## config.mk

```make
export PLATFORM = sky130hd
export DESIGN_NAME = memory_read_arbiter
export DESIGN_NICKNAME = d
export VERILOG_FILES = /design/src/rtl/memory_read_arbiter_pkg.sv /design/src/rtl/memory_read_arbiter_rr_arbiter.sv /design/src/rtl/memory_read_arbiter.sv
export SDC_FILE = /design/constraint.sdc
export NUM_CORES = 1
export LEC_CHECK = 0
export CORE_MARGIN = 2
export CORE_UTILIZATION = 42
export CTS_CLUSTER_DIAMETER = 120
export DETAILED_ROUTE_END_ITERATION = 6
export PLACE_DENSITY = 0.95
export REMOVE_ABC_BUFFERS = 1
export SYNTH_ARGS = -nofsm -noshare
export SYNTH_HDL_FRONTEND = slang
export SYNTH_HIERARCHICAL = 1
export SYNTH_SLANG_ARGS = --single-unit
```

## constraint.sdc

```tcl
create_clock -name clock -period 6.66 [get_ports clock]
set_clock_uncertainty 0.15 [all_clocks]
set_input_delay 0.666 -clock clock [delete_from_list [all_inputs] [get_ports clock]]
set_output_delay 0.666 -clock clock [all_outputs]
set_load 0.05 [all_outputs]
```

## src/rtl/memory_read_arbiter_pkg.sv

```systemverilog
// Shared constants and types for the memory read arbiter.
// Default sizes match the 16-entry, 8-bit ROM behind the arbiter.
package memory_arb_pkg;

    localparam int DEF_NUM_REQ    = 4;
    localparam int DEF_ADDR_WIDTH = 16;
    localparam int DEF_DATA_WIDTH = 8;
    localparam int RD_LATENCY     = 1;

    typedef logic [$clog2(DEF_NUM_REQ)-1:0] req_id_t;

endpackage

```

## src/rtl/memory_read_arbiter_rr_arbiter.sv

```systemverilog
// Combinational round-robin pick: the first requester at or after rr_ptr wins.
module rr_arbiter #(
    parameter int NUM_REQ = 4,
    parameter int ID_W    = $clog2(NUM_REQ)
) (
    input  logic [NUM_REQ-1:0] req,
    input  logic [ID_W-1:0]    rr_ptr,
    input  logic               enable,
    output logic [NUM_REQ-1:0] grant,
    output logic [ID_W-1:0]    grant_id,
    output logic               any_grant
);

    int idx;

    always_comb begin
        grant     = '0;
        grant_id  = '0;
        any_grant = 1'b0;
        idx       = 0;
        if (enable) begin
            for (int k = 0; k < NUM_REQ; k++) begin
                idx = int'(rr_ptr) + k;
                if (idx >= NUM_REQ) begin
                    idx = idx - NUM_REQ;
                end
                if (!any_grant && req[idx]) begin
                    grant[idx] = 1'b1;
                    grant_id   = ID_W'(idx);
                    any_grant  = 1'b1;
                end
            end
        end
    end

endmodule

```

## src/rtl/memory_read_arbiter.sv

```systemverilog
// Shares one registered ROM read port among NUM_REQ requesters, round-robin,
// one read per cycle, with a 1-entry hold buffer for response backpressure.
module memory_read_arbiter
    import memory_arb_pkg::*;
#(
    parameter int NUM_REQ    = DEF_NUM_REQ,
    parameter int ADDR_WIDTH = DEF_ADDR_WIDTH,
    parameter int DATA_WIDTH = DEF_DATA_WIDTH
) (
    input  logic                          clock,
    input  logic                          reset,
    input  logic [NUM_REQ-1:0]            req_valid,
    input  logic [NUM_REQ*ADDR_WIDTH-1:0] req_addr,
    output logic [NUM_REQ-1:0]            req_ready,
    output logic [NUM_REQ-1:0]            rsp_valid,
    output logic [DATA_WIDTH-1:0]         rsp_data,
    input  logic [NUM_REQ-1:0]            rsp_ready,
    output logic [ADDR_WIDTH-1:0]         mem_read_addr,
    input  logic [DATA_WIDTH-1:0]         mem_read_data
);

    localparam int ID_W = $clog2(NUM_REQ);

    // run_q keeps grants off for the first cycle after reset is released.
    logic                  run_q,        run_d;
    logic [ID_W-1:0]       rr_ptr_q,     rr_ptr_d;
    logic                  pipe_valid_q, pipe_valid_d;
    logic [ID_W-1:0]       pipe_id_q,    pipe_id_d;
    logic                  hold_valid_q, hold_valid_d;
    logic [ID_W-1:0]       hold_id_q,    hold_id_d;
    logic [DATA_WIDTH-1:0] hold_data_q,  hold_data_d;

    logic                  pipe_stall;
    logic                  grant_en;
    logic [NUM_REQ-1:0]    grant;
    logic [ID_W-1:0]       grant_id;
    logic                  any_grant;

    assign pipe_stall = pipe_valid_q && !rsp_ready[pipe_id_q];
    assign grant_en   = !reset && run_q && !hold_valid_q && !pipe_stall;

    rr_arbiter #(
        .NUM_REQ (NUM_REQ),
        .ID_W    (ID_W)
    ) u_rr_arbiter (
        .req       (req_valid),
        .rr_ptr    (rr_ptr_q),
        .enable    (grant_en),
        .grant     (grant),
        .grant_id  (grant_id),
        .any_grant (any_grant)
    );

    assign req_ready = grant;

    always_comb begin
        mem_read_addr = '0;
        for (int i = 0; i < NUM_REQ; i++) begin
            if (grant[i]) begin
                mem_read_addr = req_addr[i*ADDR_WIDTH +: ADDR_WIDTH];
            end
        end
    end

    // Held data takes precedence; pipe and hold are never valid together.
    always_comb begin
        rsp_valid = '0;
        rsp_data  = '0;
        if (!reset) begin
            if (hold_valid_q) begin
                rsp_valid[hold_id_q] = 1'b1;
                rsp_data             = hold_data_q;
            end else if (pipe_valid_q) begin
                rsp_valid[pipe_id_q] = 1'b1;
                rsp_data             = mem_read_data;
            end
        end
    end

    always_comb begin
        run_d        = 1'b1;
        rr_ptr_d     = rr_ptr_q;
        pipe_valid_d = any_grant;
        pipe_id_d    = any_grant ? grant_id : pipe_id_q;
        hold_valid_d = hold_valid_q;
        hold_id_d    = hold_id_q;
        hold_data_d  = hold_data_q;

        if (any_grant) begin
            rr_ptr_d = (grant_id == ID_W'(NUM_REQ - 1)) ? '0 : grant_id + ID_W'(1);
        end

        if (hold_valid_q) begin
            if (rsp_ready[hold_id_q]) begin
                hold_valid_d = 1'b0;
            end
        end else if (pipe_stall) begin
            hold_valid_d = 1'b1;
            hold_id_d    = pipe_id_q;
            hold_data_d  = mem_read_data;
        end
    end

    always_ff @(posedge clock) begin
        if (reset) begin
            run_q        <= 1'b0;
            rr_ptr_q     <= '0;
            pipe_valid_q <= 1'b0;
            pipe_id_q    <= '0;
            hold_valid_q <= 1'b0;
            hold_id_q    <= '0;
            hold_data_q  <= '0;
        end else begin
            run_q        <= run_d;
            rr_ptr_q     <= rr_ptr_d;
            pipe_valid_q <= pipe_valid_d;
            pipe_id_q    <= pipe_id_d;
            hold_valid_q <= hold_valid_d;
            hold_id_q    <= hold_id_d;
            hold_data_q  <= hold_data_d;
        end
    end

endmodule

```

==> flow_metrics.env <==
export IMPL_synth_area_leaders="dfxtp_1 (17%), nand2_1 (8.7%), mux2i_1 (8.2%), a221oi_1 (7.2%), o31ai_1 (6.2%)"
export IMPL_worstMarginPinSlew_ps=1113
export IMPL_routedWlPerCell_um=15.54
export IMPL_hold_buffers=0
export IMPL_finalSetupViolations=0
export IMPL_routed_via_density=5.776
export IMPL_status="finished clean"
export IMPL_gp_congestion=0.8504
export IMPL_ys_seq_area_share_pct=17.49
export IMPL_htreeDepth=1
export IMPL_final_hold_viol_count=0
export IMPL_clockBufferDepth=2
export IMPL_grt_pass1_wl_um=9936
export IMPL_area_growth_pct=57.04
export IMPL_synth_flop_cell="dfxtp_1"
export IMPL_tns_ps=0
export IMPL_synth_largest_area_cell="dfxtp_1"
export IMPL_post_cts_setup_buffers=0
export IMPL_hp_class="register to register"
export IMPL_slew_viol_final=0
export IMPL_n_antenna_cell=0
export IMPL_vias=2316
export IMPL_power_density_nw_per_um2=135.9
export IMPL_crit_path_max_fanout=20
export IMPL_initial_core_util_pct=44.08
export IMPL_rsz0062_at_grt="false"
export IMPL_vdd_drop_max_mv=0.08647
export IMPL_cts_sinks=17
export IMPL_ys_ff_latch=17
export IMPL_dpl_cell_area_um2=3010
export IMPL_netlist_area_leader_share_pct=17.49
export IMPL_synth_compound_area_share_pct=27.91
export IMPL_netlist_area_um2=1946
export IMPL_ant_nets=0
export IMPL_critPathCaptureType="primary output"
export IMPL_postSynthAreaPerCell_um2=7.570
export IMPL_min_period_over_period_pct=86.61
export IMPL_dp_final_hpwl_um=4781
export IMPL_grt_pass1_vias=2153
export IMPL_grtUsageTotal_pct=23.37
export IMPL_startpoint_type="register"
export IMPL_synth_mux_area_fraction_pct=14.92
export IMPL_synthCells=257
export IMPL_clk_pin_slew_worst_paths_ps=60
export IMPL_grt_overflow=0
export IMPL_grt_antenna_before_repair=0
export IMPL_critical_path_class="register to primary output"
export IMPL_final_area_um2=3055
export IMPL_die_h_um=72.06
export IMPL_clockRootBuffer="clkbuf_8"
export IMPL_finalCriticalPeriod_ps=5768
export IMPL_die_area_um2=5193
export IMPL_ys_warnings_count=6
export IMPL_fmax_mhz=173.4
export IMPL_synthAdderAreaFrac_pct=3.215
export IMPL_core_um2=4414
export IMPL_num_rows=24
export IMPL_cap_violations=0
export IMPL_crit_arrival_ps=4950
export IMPL_synth_edff_count=0
export IMPL_die_x_um=72.06
export IMPL_synth_xor_xnor_area_share_pct=0
export IMPL_post_cts_resized=0
export IMPL_drtPass1Iterations=4
export IMPL_drive_gt1_share_pct=4.585
export IMPL_num_io_pins=114
export IMPL_cts_inserted_buffers=3
export IMPL_clkLatencyLatePin_ps=250
export IMPL_drt_iter0_drc=196
export IMPL_synth_top_family_by_area="compound AO/OA/AOI/OAI gates"
export IMPL_num_nets_final=437
export IMPL_drc=0
export IMPL_ys_types=47
export IMPL_wl_um=6230
export IMPL_max_slew_margin_pct=25.81
export IMPL_port_buffers=113
export IMPL_grt_max_degree=34
export IMPL_synthSimpleGateAreaFrac_pct=27.20
export IMPL_tritoncts="done"
export IMPL_required_ps=5840
export IMPL_synthMostInstantiatedCell="nand2_1"
export IMPL_leakage_nw=1.103
export IMPL_synthTopCellsByCount="nand2_1 (45), nor2b_1 (18), dfxtp_1 (17)"
export IMPL_synth_async_reset_ratio_pct=0
==> through the flow <==
| stage | std cells | setup slack (ps) | hold WS, ps | total power, mW | util [%] |
|---|---|---|---|---|---|
| 6_report | 401 | 891.8 | 318.4 | 0.4153 | 69.22 |
| 2_1_floorplan | 230 | 1362 | 288.2 | 0.2394 | - |
| 3_3_place_gp | 397 | 1234 | 294.3 | 0.3358 | 68.20 |
| 4_1_cts | 401 | 898.3 | 317.2 | 0.4162 | 69.22 |
| 3_5_place_dp | 397 | 1103 | 308.7 | 0.3401 | 68.20 |
| 5_1_grt | 401 | 613.5 | 332.2 | 0.4378 | 69.22 |
==> cell type report <==
class | instances | area (um2)
Clock buffer | 4 | 45.04
Fill cell | 342 | 1359
Inverter | 9 | 33.78
Multi-Input combinational cell | 204 | 1425
Sequential cell | 17 | 340.3
Tap cell | 52 | 65.06
Timing Repair Buffer | 115 | 1146
==> kinds of logic (layout without fill, tap and decap cells) <==
group / after synthesis / after routing
and+or+nand+nor: 105 / 105
buffers and inverters: 36 / 128
AOI/OAI and AO/OA: 71 / 71
adders and majority gates: 5 / 5
DFF: 17 / 17
muxes: 23 / 23
==> worst paths after layout <==
check / cells past startpoint / startpoint / end / slack (ps)
min reg2reg: 2 / hold_data_q[3] / hold_data_q[3] / 320
max reg2reg: 10 / rr_ptr_q[0] / rr_ptr_q[0] / 3200
min: 2 / hold_data_q[3] / hold_data_q[3] / 320
max: 9 / rr_ptr_q[0] / mem_read_addr[8] / 890
==> cell usage in the layout (no fill, tap or decap), drive strengths merged, types with 2 or more instances in the layout <==
| cell | instances |
|---|---|
| clkbuf | 4 |
| inv | 8 |
| mux4 | 4 |
| ha | 5 |
| nor3b | 2 |
| and3 | 2 |
| and3b | 2 |
| a221oi | 16 |
| a221o | 4 |
| mux2i | 17 |
| nand2b | 5 |
| o31ai | 16 |
| nor2b | 20 |
| nor3 | 2 |
| buf | 2 |
| o21ai | 3 |
| nor2 | 12 |
| clkdlybuf4s50 | 113 |
| nand2 | 45 |
| nand3 | 10 |
| dfxtp | 17 |
| a22oi | 3 |
| a32o | 4 |
| nor4 | 2 |
| a32oi | 2 |
| a21oi | 14 |
| mux2 | 2 |
==> sequential cells by signal, indices dropped and copies added (netlist names) <==
name	cells
hold_data_q	8
hold_id_q	2
run_q	1
hold_valid_q	1
pipe_id_q	2
rr_ptr_q	2
pipe_valid_q	1
==> critical path, cell delays in order, from the launching register on <==
cell and delay [ps]:
dfxtp_1 770, inv_1 150, ha_1 490, mux4_2 640
a221o_1 380, a32o_1 500, nor2b_4 420, a221oi_1 150
o31ai_1 350, clkdlybuf4s50_1 870
==> where the power goes <==
part | switching, mW | leakage (nW) | internal [mW]
Combinational | 0.123 | 0.942 | 0.106
Clock | 0.0336 | 0.0228 | 0.0424
Sequential | 0.00585 | 0.138 | 0.104
Total | 0.162 | 1.10 | 0.253
==> per-layer routing <==
| layer | global-route usage, % | wire length, um | vias to the layer above |
|---|---|---|---|
| li1 | - | - | 1139 |
| met1 | 30.97 | 2643 | 1073 |
| met2 | 38.84 | 3117 | 94 |
| met3 | 5.000 | 377 | 10 |
| met4 | 5.451 | 91 | 0 |
| met5 | 0 | 0 | - |
(Power assumes the default switching activity.)
